$ cat src/rtl/io_handshake_responder.sv
// Responder for the control core's INPUT / OUTPUT / PAUSE handshake: debounces the enter key,
// returns one-cycle acks and holds switch/display data. Optional auto-confirm: IO_TIMEOUT_EN.
module io_handshake_responder #(
    parameter int DEBOUNCE_CYCLES = 250000,
    parameter int SWITCH_WIDTH    = 16,
    parameter int DATA_WIDTH      = 32,
    parameter int TIMEOUT_CYCLES  = 1024
) (
    input  logic                    clock,
    input  logic                    reset,
    input  logic                    is_input,
    input  logic                    is_output,
    input  logic                    enter_key,
    input  logic [SWITCH_WIDTH-1:0] switches,
    input  logic [DATA_WIDTH-1:0]   output_data,
    output logic                    confirmation,
    output logic                    continue_button,
    output logic [DATA_WIDTH-1:0]   input_data,
    output logic [DATA_WIDTH-1:0]   display_data,
    output logic                    waiting,
    output logic [1:0]              state_dbg
);

    // Handshake: the control core holds is_input/is_output as a level request until it sees
    // a one-cycle confirmation or continue_button pulse; dropping the level withdraws it.

    typedef enum logic [1:0] {
        IDLE         = 2'd0,
        WAIT_PRESS   = 2'd1,
        ACK          = 2'd2,
        WAIT_RELEASE = 2'd3
    } state_t;

    localparam int DB_W = $clog2(DEBOUNCE_CYCLES + 1);
    localparam logic [DB_W-1:0] DB_MAX = DB_W'(DEBOUNCE_CYCLES - 1);

    state_t                  r_state;
    logic                    r_key_s1;
    logic                    r_key_s2;
    logic                    r_stable;
    logic                    r_stable_d;
    logic [DB_W-1:0]         r_db_cnt;
    logic [SWITCH_WIDTH-1:0] r_sw_s1;
    logic [SWITCH_WIDTH-1:0] r_sw_s2;
    logic                    r_confirmation;
    logic                    r_continue;
    logic [DATA_WIDTH-1:0]   r_input_data;
    logic [DATA_WIDTH-1:0]   r_display_data;
    logic                    r_waiting;

    logic w_req;
    logic w_pause;
    logic w_in_only;
    logic w_out_only;
    logic w_press;
    logic w_advance;

    assign w_req      = is_input | is_output;
    assign w_pause    = is_input & is_output;
    assign w_in_only  = is_input & ~is_output;
    assign w_out_only = is_output & ~is_input;
    assign w_press    = r_stable & ~r_stable_d;

    always_ff @(posedge clock or negedge reset) begin
        if (!reset) begin
            r_key_s1   <= 1'b0;
            r_key_s2   <= 1'b0;
            r_stable   <= 1'b0;
            r_stable_d <= 1'b0;
            r_db_cnt   <= '0;
            r_sw_s1    <= '0;
            r_sw_s2    <= '0;
        end else begin
            r_key_s1   <= enter_key;
            r_key_s2   <= r_key_s1;
            r_stable_d <= r_stable;
            r_sw_s1    <= switches;
            r_sw_s2    <= r_sw_s1;
            // Any return to the accepted level restarts the stability window.
            if (r_key_s2 == r_stable) begin
                r_db_cnt <= '0;
            end else if (r_db_cnt == DB_MAX) begin
                r_db_cnt <= '0;
                r_stable <= r_key_s2;
            end else begin
                r_db_cnt <= r_db_cnt + 1'b1;
            end
        end
    end

`ifdef IO_TIMEOUT_EN
    localparam int TO_W = $clog2(TIMEOUT_CYCLES + 1);
    localparam logic [TO_W-1:0] TO_MAX = TO_W'(TIMEOUT_CYCLES);

    logic [TO_W-1:0] r_to_cnt;
    logic            w_timeout;

    assign w_timeout = (r_to_cnt == TO_MAX);
    assign w_advance = w_press | w_timeout;

    always_ff @(posedge clock or negedge reset) begin
        if (!reset) begin
            r_to_cnt <= '0;
        end else if (r_state == WAIT_PRESS && w_req && !w_advance) begin
            r_to_cnt <= r_to_cnt + 1'b1;
        end else begin
            r_to_cnt <= '0;
        end
    end
`else
    assign w_advance = w_press;
`endif

    always_ff @(posedge clock or negedge reset) begin
        if (!reset) begin
            r_state        <= IDLE;
            r_confirmation <= 1'b0;
            r_continue     <= 1'b0;
            r_input_data   <= '0;
            r_display_data <= '0;
            r_waiting      <= 1'b0;
        end else begin
            r_confirmation <= 1'b0;
            r_continue     <= 1'b0;
            case (r_state)
                IDLE: begin
                    if (w_req) begin
                        r_state   <= WAIT_PRESS;
                        r_waiting <= 1'b1;
                        if (w_out_only) begin
                            r_display_data <= output_data;
                        end
                    end
                end
                WAIT_PRESS: begin
                    // A dropped request beats a coincident press.
                    if (!w_req) begin
                        r_state   <= IDLE;
                        r_waiting <= 1'b0;
                    end else if (w_advance) begin
                        r_state        <= ACK;
                        r_waiting      <= 1'b0;
                        r_confirmation <= ~w_pause;
                        r_continue     <= w_pause;
                        if (w_in_only) begin
                            r_input_data <= DATA_WIDTH'(r_sw_s2);
                        end
                    end
                end
                ACK: begin
                    r_state <= WAIT_RELEASE;
                end
                WAIT_RELEASE: begin
                    if (!r_stable) begin
                        r_state <= IDLE;
                    end
                end
                default: begin
                    r_state   <= IDLE;
                    r_waiting <= 1'b0;
                end
            endcase
        end
    end

    assign confirmation    = r_confirmation;
    assign continue_button = r_continue;
    assign input_data      = r_input_data;
    assign display_data    = r_display_data;
    assign waiting         = r_waiting;
    assign state_dbg       = r_state;

endmodule

$ cat config.mk
export PLATFORM = sky130hd
export DESIGN_NAME = io_handshake_responder
export DESIGN_NICKNAME = d
export VERILOG_FILES = /design/src/rtl/io_handshake_responder.sv
export SDC_FILE = /design/constraint.sdc
export NUM_CORES = 1
export LEC_CHECK = 0
export ABC_AREA = 1
export CORE_ASPECT_RATIO = 1.75
export CORE_MARGIN = 1.5
export CORE_UTILIZATION = 47
export CTS_BUF_LIST = sky130_fd_sc_hd__clkbuf_16
export CTS_CLUSTER_DIAMETER = 60
export CTS_CLUSTER_SIZE = 8
export DETAILED_ROUTE_END_ITERATION = 10
export PLACE_DENSITY_LB_ADDON = 0.15
export REMOVE_ABC_BUFFERS = 1
export SLEW_MARGIN = 10
export SYNTH_ARGS = -nofsm -noshare
export SYNTH_HDL_FRONTEND = slang
export SYNTH_SLANG_ARGS = --single-unit
$ cat constraint.sdc
create_clock -name clock -period 2 [get_ports clock]
set_clock_uncertainty 0.2 [all_clocks]
set_input_delay 0.3 -clock clock [delete_from_list [all_inputs] [get_ports clock]]
set_output_delay 0.3 -clock clock [all_outputs]
set_load 0.01 [all_outputs]
Word level (Yosys, flattened, before mapping)
Cells that the tools add are included.

Multiplexer cells: 17. Reductions and logical operators: 7. Add/sub/neg operators: 1. Bitwise logic cells: 10. Eq/ne operators: 8.

Operators with widths (number): $mux 18 (2); $add 18x1->18 const B (1); $eq 18x18->1 const B (1); $mux 1 (9); $reduce_and 3->1 (3); $mux 2 (4); $pmux 2 s4 (1); $not 1->1 (5); $and 1x1->1 (4); $eq 2x2->1 const B (2); $ne 2x2->1 const B (2); $reduce_and 4->1 (1); $ne 3x3->1 const B (1); $eq 2x1->1 const B (1); $logic_not 2->1 (1); $pmux 1 s2 (1); $reduce_and 2->1 (1); $reduce_bool 2->1 (1); $eq 1x1->1 (1); $or 1x1->1 (1).

Word-level logic and storage cells: 56. Bits in registers: 107. Output and inout bits: 69.

Longest topological paths before layout
Gate-level depths: netlist (run 1).

Word-level depth: 5. Depth in mapped cells: 9.

Least setup slack after synthesis (run 1)
No wires, ideal clock.

Path kind: flip-flop to flip-flop. Start: register r_state[0], in the netlist state_dbg[0]. End: register r_display_data[4], in the netlist display_data[4]. Library setup time: 0.127 ns. Arrival: 1.213 ns. Period minus slack after synthesis: 1.540 ns. Setup slack: 0.460 ns. Buffers on the path: 1. Required time: 1.673 ns. Cell stages (with the launch flop): 5. Cells stage by stage: dfrtp_1 -> nor2_1 -> nand2_2 -> buf_6 -> mux2_1.

Cells in the longest elaborated chain, start to end: 2.

RTL lines: from (decl) (line 37) `state_t r_state;`; from (signal assigned) (line 116) `r_state <= IDLE;`; from (signal assigned) (line 128) `r_state <= WAIT_PRESS;`; from (signal assigned) (line 138) `r_state <= IDLE;`; $logic_not 2->1 (line 125) `case (r_state)`; $reduce_and 3->1 (no line); to (signal assigned) (line 131) `r_display_data <= output_data;`; to (decl) (line 48) `logic [DATA_WIDTH-1:0] r_display_data;`.

Every way passes these cells. A chain may end at the register's enable or synchronous reset.

==> results of run 1 <==
## placed cells by master (no fill, tap or decap)
cell type        synthesis  layout
o21ai_2                 16      16
clkdlybuf4s50_1          0     104
nor2_1                  39      39
clkinv_2                 0       1
nand3_4                  1       1
a21oi_1                  4       4
ha_1                     1       1
xor2_1                   8       8
dfrtp_1                107     107
clkbuf_16                0       9
nor2_2                   4       4
nor2_4                   1       1
nand4_1                  2       2
conb_1                   1      16
nand2_2                  7       7
inv_2                    1       1
nor3_1                   4       4
buf_4                   16       4
clkinv_1                 0       1
dlygate4sd3_1            0       1
clkinvlp_4               0       2
or2_4                    1       1
o21ai_0                  4       4
mux2_2                  28      28
inv_6                    0       2
inv_1                   33      33
buf_12                   0       4
xnor2_1                  3       3
clkinv_4                 0       1
mux2_1                   4       4
nand2_1                 45      45
nand3_1                 17      17
## power breakdown
part	internal [W]	switching, W
registers	0.00256	0.000204
logic	0.00100	0.000629
clock network	0.000848	0.000779
## timing repair
action / in CTS / in global routing
hold buffers: 1 / 0
endpoints found under the hold margin: 107 / 0
setup endpoints to repair: 0 / 0
## final cells by class
cell class                 instances  area (um2)
fill                             710        3034
sequential                       107        2678
multi-input combinational        205        1249
timing repair buffer             113        1161
clock buffer                       9       225.2
tap                              117       146.4
inverter                          34       127.6
clock inverter                     7       50.05
## registers in the layout, summed over array words and instances (netlist names), named ones only
register / cells
r_stable_d: 1
r_sw_s2: 16
r_db_cnt: 18
r_key_s2: 1
r_sw_s1: 16
waiting: 1
r_key_s1: 1
input_data: 16
continue_button: 1
confirmation: 1
r_stable: 1
display_data: 32
state_dbg: 1
## logic make-up after synthesis
| group | Yosys count | synth area share [%] |
|---|---|---|
| XOR/XNOR | 11 | 2.299 |
| multiplexers | 32 | 8.599 |
| AO/OA/AOI/OAI | 24 | 4.300 |
| AND/OR/NAND/NOR | 121 | 12.87 |
| buffers and inverters | 57 | 7.644 |
| other | 1 | 0.08949 |
| flip-flops | 107 | 63.90 |
| adder cells (fa/ha/maj) | 1 | 0.2985 |
## metal layers
layer | vias to the layer above | track usage (%) | part of all wire [%]
met5 | - | 0 | 0
met4 | 0 | 10.37 | 3.2
met3 | 18 | 3.381 | 3.7
met2 | 70 | 31.83 | 56
met1 | 1329 | 19.13 | 37
li1 | 1319 | - | -
## worst min path at each step
stage                     from          to  slack [ns]  cells past startpoint
finish                   reset  r_sw_s2[4]        0.15                      2
global route        r_sw_s1[2]  r_sw_s2[2]        0.16                      0
CTS                      reset  r_sw_s2[4]        0.15                      2
detailed placement       reset  r_sw_s2[4]       -0.02                      1
global placement         reset  r_sw_s2[4]       -0.02                      1
floorplan                reset   async pin       -0.20                      0
## through the flow
step                area (um2)  std cells  util (%)  worst slack [ns]  hold WS [ns]
finish                    5637        592     65.01            0.1671        0.1493
global route              5637        592     65.01            0.1211        0.1559
CTS                       5637        592     65.01            0.1631        0.1469
detailed placement        5351        575     61.72           0.04142      -0.02266
global placement          5351        575     61.72           0.08307      -0.02457
floorplan                 4054        346         -            0.2633       -0.1956
==> out/results.ini, run 1 <==
[setup_path]
crit_chain=clkdlybuf4s50_1
rrSetupSlack_ns=0.30
path_buf_inv=1
crit_required_ns=1.50
cp-end-kind=output port
worstPathMaxFanout=5
r2r_start=r_db_cnt[0]
crit_end=state_dbg[1]
cp_top_family=buffers and inverters
cp_num_cells=1
critPathMaxStageDelay_ns=0.56
arrival_ns=1.33
crit_slowest_cell=clkdlybuf4s50_1
rr_endpoint=r_db_cnt[16]
crit_type=register to output port
critPathLaunchType=register
reg2reg_depth=9

[cts]
htreeDepth=3
clk_pin_slew_ns=0.07
cts_buffers=9
clk_path_buf_depth=2
clk_latency_ns=0.34
postCtsSetupBuffers=0
clockRootBuffer=clkbuf_16
cts_tree=yes
cts_num_sinks=107
cts_resized=0

[cells_and_area]
area_delta_synth_final_pct=34.52
nNetsFinal=524
drive_gt1_share_pct=17.26
diodes=0

[floorplanning]
initial_utilization_pct=48.33
rows=45
die_area_um2=9513
dieWidth_um=74.38
pin_count=122
die_h_um=127.9
core_area_um2=8671

[timing]
fin_crit_ns=1.833
fmax_ghz=0.5456
finalSetupViolCount=0
fin_tns_setup_ns=0
drv_slew=0
min_period_over_period_pct=91.65
grt_setup_unrepaired=false
finalHoldViolations=0

[power]
powerDensity_nw_per_um2=1069
finalPower_w=0.006025
ir_worst_vdd_mv=0.7248
p_leak_nw=2.530

[logic_synthesis]
synth_common_cells=dfrtp_1 (107), nand2_1 (45), nor2_1 (39)
syn-mean-instance-area_um2=11.84
yosysSeqAreaShare_pct=63.90
syn_inst=354
yosysWarningCount=0
synth_edf_count=0
synth_cell_types=25
synth_top_cell_area_share_pct=63.90
ys_ff_latch=107
yosys.area.top_type=dfrtp_1
yosysMostFrequentCell=dfrtp_1
synth_ff_type=dfrtp_1
synth_area_leaders=dfrtp_1 (64%), mux2_2 (7.5%), nand2_1 (4.0%)
ys_async_sr_fraction_pct=100.0
syn_area_um2=4190

[place]
gp_congestion=0.8558
place_hpwl_um=5965
io_buffers=105

[detailed_routing]
avgRoutedWirePerCell_um=13.31
routed_wl_um=7878
viasPerCell=4.622
first_pass_iters=4
first_iter_violations=143
ant_nets=0
num_vias=2736
route.detailed.drc=0

[global_route]
grt_max_degree=40
antenna_found_initial=0
grt_usage_pct=17.94
grt_first_pass_wirelength_um=12690
grt_overflow=0
grt_pass1_vias=2747

[run_status]
status=finished, final reports clean

[min_path]
hold_class=input pin to async pin

[run]
drv_cap=0

No activity file was read; power rests on OpenSTA's default activity.
==> inputs of run 2 (changes only) <==
--- a/config.mk
+++ b/config.mk
@@ -7,7 +7,7 @@
 export LEC_CHECK = 0
 export ABC_AREA = 1
 export CORE_ASPECT_RATIO = 1.75
-export CORE_MARGIN = 1.5
+export CORE_MARGIN = 8
 export CORE_UTILIZATION = 47
 export CTS_BUF_LIST = sky130_fd_sc_hd__clkbuf_16
 export CTS_CLUSTER_DIAMETER = 60
==> run 2 against run 1 <==
Hold slack about the same. Sequential share of layout area down 0.48 points. Total power up 2.0%. Worst setup slack better by 0.022 ns. Combinational power about the same.
==> out/results.ini, run 2 (synthesis gave the netlist of run 1 again) <==
[min_path]
hold_class=register to register
holdPathStages=0

[setup_path]
critPathMaxStageDelay_ns=0.57
worstPathMaxFanout=4
crit_slowest_cell=clkdlybuf4s50_1
cp_top_family=buffers and inverters
crit_type=register to output port
cp_num_cells=1
arrival_ns=1.31
path_buf_inv=1
critPathLaunchType=register
cp-end-kind=output port
reg2reg_depth=9
crit_chain=clkdlybuf4s50_1
crit_required_ns=1.50

[timing]
finalSetupViolCount=0
fin_tns_setup_ns=0
slew_headroom_pct=64.63
finalHoldViolations=0
drv_slew=0
fmax_ghz=0.5522
worst_slew_pin_slew_ns=0.5305
setup_slack_ns=0.1889
grt_setup_unrepaired=false
min_period_over_period_pct=90.55
fin_crit_ns=1.811

[cells_and_area]
area_delta_synth_final_pct=35.89
nFillCells=696
postLayoutCellArea_um2=5694
nNetsFinal=526
fin_util_pct=65.67
multi_input_area_um2=1249
final_common_cell=dfrtp_1
largest_reg_flops=32
diodes=0
seqCellArea_um2=2678
layout_common_cells=dfrtp_1 (107), clkdlybuf4s50_1 (104), nand2_1 (45)
drive_gt1_share_pct=17.40

[global_route]
grt_first_pass_wirelength_um=14440
grt_max_degree=38
antenna_found_initial=0
grt_overflow=0
grt_pass1_vias=2926
grt_usage_pct=15.38

[floorplanning]
die_h_um=140.9
pin_count=122
rows=45
die_area_um2=12310
initial_utilization_pct=48.33
core_area_um2=8671
dieWidth_um=87.38

[power]
p_leak_nw=2.565
ir_worst_vdd_mv=0.7418
powerDensity_nw_per_um2=1079

[cts]
clockRootBuffer=clkbuf_16
clk_path_buf_depth=2
cts_resized=0
htreeDepth=3
cts_num_sinks=107
cts_tree=yes
cts_buffers=9
clk_pin_slew_ns=0.06
clk_latency_ns=0.34

[detailed_routing]
routed_wl_um=8881
num_vias=2753
ant_nets=0
viasPerCell=4.635
avgRoutedWirePerCell_um=14.95
first_iter_violations=86
first_pass_iters=4
route.detailed.drc=0

[run_status]
status=finished, final reports clean

[place]
gp_congestion=0.8438
place_area_um2=5391
place_hpwl_um=6854
dp_worst_setup_slack_ns=0.07660
io_buffers=105

[run]
drv_cap=0

==> run 2: cell types whose count changed in the layout (fill, tap and decap cells not counted) <==
cell / change
clkinvlp_4: -1
inv_1: +1
inv_6: -1
bufinv_16: +1
buf_12: +2
==> run 2: where the power goes <==
part	total, W	switching, W	internal [W]
Sequential	0.00277	0.000210	0.00256
Clock	0.00172	0.000750	0.000966
Combinational	0.00166	0.000649	0.00101
==> run 2: worst reg2reg max path, cell delays in order (launching register included) <==
cell	delay [ns]
dfrtp_1	0.38
ha_1	0.20
nand3_1	0.16
inv_1	0.13
nand2_1	0.10
nor2_2	0.19
nand2_1	0.08
nand2_1	0.06
nand2_1	0.04
nor2_1	0.09
==> run 2: final cells by class <==
cell class	count	area share, %
Clock buffer	9	3.955
Sequential cell	107	47.02
Tap cell	117	2.571
Multi-Input combinational cell	205	21.93
Inverter	34	2.241
Clock inverter	7	1.187
Timing Repair Buffer	115	21.09
==> run 2: timing repair <==
action	CTS	global route
hold endpoints to repair	34	0
hold buffers	1	0
buffers inserted	0	0
==> run 2: final timing paths <==
kind | to | startpoint | slack [ns]
setup / recovery | state_dbg[0] | state_dbg[0] | 0.19
hold / removal | r_sw_s2[14] | r_sw_s1[14] | 0.15
setup reg to reg | r_db_cnt[16] | r_db_cnt[0] | 0.30
hold reg to reg | r_sw_s2[14] | r_sw_s1[14] | 0.15
max in group asynchronous | display_data[25] | reset | 0.79
min in group asynchronous | input_data[7] | reset | 0.27
==> run 2: routing by layer <==
layer / wire, um / part of all wire [%] / GRT usage [%] / vias up
li1: - / - / - / 1327
met1: 3214 / 36 / 15.45 / 1337
met2: 4963 / 56 / 28.33 / 74
met3: 486 / 5.5 / 3.201 / 15
met4: 216 / 2.4 / 7.938 / 0
met5: 0 / 0 / 0 / -
==> run 2: per-stage QoR <==
step	total power, W	std cells	hold WS, ns
3_5_place_dp	0.004496	577	0.1163
5_1_grt	0.006478	594	0.1542
2_1_floorplan	0.003424	346	-0.1956
4_1_cts	0.006233	594	0.1517
3_3_place_gp	0.004451	577	0.1134
6_report	0.006144	594	0.1494
==> inputs of run 3 (changes only) <==
--- a/config.mk
+++ b/config.mk
@@ -8,12 +8,12 @@
 export ABC_AREA = 1
 export CORE_ASPECT_RATIO = 1.75
 export CORE_MARGIN = 8
-export CORE_UTILIZATION = 47
+export CORE_UTILIZATION = 43
 export CTS_BUF_LIST = sky130_fd_sc_hd__clkbuf_16
 export CTS_CLUSTER_DIAMETER = 60
 export CTS_CLUSTER_SIZE = 8
 export DETAILED_ROUTE_END_ITERATION = 10
-export PLACE_DENSITY_LB_ADDON = 0.15
+export PLACE_DENSITY_LB_ADDON = 0.2
 export REMOVE_ABC_BUFFERS = 1
 export SLEW_MARGIN = 10
 export SYNTH_ARGS = -nofsm -noshare
==> constraint.sdc (replaced) <==
create_clock -name clock -period 1.5 [get_ports clock]
set_clock_uncertainty 0.2 [all_clocks]
set_input_delay 0.225 -clock clock [delete_from_list [all_inputs] [get_ports clock]]
set_output_delay 0.225 -clock clock [all_outputs]
set_load 0.01 [all_outputs]
==> run 3 against run 2 <==
The run now ends with negative setup slack left. Cell count is 9.8% higher. Largest cell class unchanged. Hold slack worse by 0.090 ns. Via count is 12% higher.
==> out/results.ini, run 3 (synthesis gave the netlist of run 1 again) <==
[run_status]
status=finished with violations
violations=negative setup slack

[detailed_routing]
first_pass_iters=4
viasPerCell=4.741
route.detailed.drc=0
num_vias=3091
first_iter_violations=102
routed_wl_um=10910
ant_nets=0
avgRoutedWirePerCell_um=16.73

[cts]
cts_tree=yes
clk_latency_ns=0.35
cts_buffers=9
htreeDepth=3
clockRootBuffer=clkbuf_16
clk_pin_slew_ns=0.07
cts_num_sinks=107
clk_path_buf_depth=2

[floorplanning]
rows=47
pin_count=122
dieWidth_um=90.62
die_h_um=146.6
core_area_um2=9468
initial_utilization_pct=44.26
die_area_um2=13280

[run]
drv_cap=0

[timing]
fin_crit_ns=1.587
setup_slack_ns=-0.08703
finalHoldViolations=0
finalSetupViolCount=42
fmax_ghz=0.6301
min_period_over_period_pct=105.8
grt_setup_unrepaired=true
whs_ns=0.05931
drv_slew=0

[place]
gp_congestion=0.8669
io_buffers=105
place_area_um2=5618
place_hpwl_um=7235
placedCellCount=613

[global_route]
grt_usage_pct=15.69
grt_pass1_vias=3256
grt_first_pass_wirelength_um=16390
antenna_found_initial=0
grt_overflow=0
grt_max_degree=58

[power]
sw_frac_of_total_pct=27.55
p_leak_nw=3.113
finalPower_w=0.008456
switching_power_w=0.002329
clkPwrFrac_pct=30.5
powerDensity_nw_per_um2=1272
internal_power_w=0.006127
pwr-share-seq_pct=43.7
ir_worst_vdd_mv=1.122
comb_power_share_pct=25.8

[cells_and_area]
area_delta_synth_final_pct=58.67
nNetsFinal=579
final_common_cell=dfrtp_1
diodes=0
drive_gt1_share_pct=39.06
stdcell_count=652
postLayoutCellArea_um2=6649
layout_common_cells=dfrtp_1 (101), clkdlybuf4s50_1 (50), dlygate4sd2_1 (41)
largest_reg_flops=32

[setup_path]
cp-end-kind=register
worstPathMaxFanout=5
crit_type=register to register
crit_required_ns=1.54
arrival_ns=1.62
critPathLaunchType=register

[min_path]
hold_class=input pin to register

[run 3: cell types whose count changed in the layout (fill, tap and decap cells not counted), sizes merged]
cell,previous run,this run
bufinv,1,2
buf,10,62
clkbuf,9,12
dlymetal6s2s,0,1
clkdlybuf4s15,0,10
clkdlybuf4s50,104,50
dlygate4sd2,0,41
clkinv,3,2
[run 3: path summary, 6_finish.rpt]
path	slack (ns)	to	cells after the start	start
worst max register to register	-0.09	input_data[0]	8	r_stable
min in group asynchronous	0.22	display_data[2]	3	reset
worst min-delay path	0.06	confirmation	4	is_input
worst min register to register	0.15	r_sw_s2[2]	0	r_sw_s1[2]
max in group asynchronous	0.57	async pin	3	reset
worst max-delay path	-0.09	input_data[0]	8	r_stable
[run 3: worst max-delay path: stages (launching register included)]
cell and delay, ns:
dfrtp_1 0.36, inv_2 0.04, or2_4 0.26, nor2_4 0.14, nand3_4 0.09, buf_12 0.16
buf_12 0.14, nand2_4 0.05, o21ai_2 0.04
[run 3: metrics by stage]
step	setup TNS, ns	utilization [%]	setup WS (ns)
2_1_floorplan	-8.690	-	-0.2367
3_3_place_gp	-13.98	59.34	-0.3546
3_5_place_dp	-14.93	59.34	-0.3668
4_1_cts	-2.595	65.23	-0.1032
5_1_grt	-4.612	70.23	-0.1585
6_report	-1.687	70.23	-0.08703
[run 3: per-layer routing]
layer | global-route usage, % | wire length, um | vias to the layer above
met2 | 30.05 | 6434 | 89
met4 | 6.538 | 243 | 0
met3 | 4.825 | 452 | 18
met1 | 14.73 | 3775 | 1547
li1 | - | - | 1437
met5 | 0 | 0 | -
[run 3: cell type report]
type	instances	area (um2)
Inverter	34	130.1
Timing Repair Buffer	168	1667
Clock inverter	7	110.1
Tap cell	122	152.6
Fill cell	669	2819
Multi-Input combinational cell	205	1679
Sequential cell	107	2685
Clock buffer	9	225.2
[run 3: repair_timing]
action / 4_1_cts / 5_1_grt
hold endpoints to repair: 107 / 0
pin swaps: 6 / 30
hold buffers: 1 / 0
gates cloned: 2 / 3
setup endpoints to repair: 87 / 73
resized for setup: 99 / 96
buffers inserted: 8 / 12
[run 3: power by group through the flow]
stage | clock, W | combinational, W | sequential, W
finish | 0.00258 | 0.00218 | 0.00370
global route | 0.00277 | 0.00236 | 0.00376
CTS | 0.00266 | 0.00204 | 0.00368
detailed placement | 0 | 0.00234 | 0.00374
global placement | 0 | 0.00230 | 0.00372
floorplan | 0 | 0.000623 | 0.00394
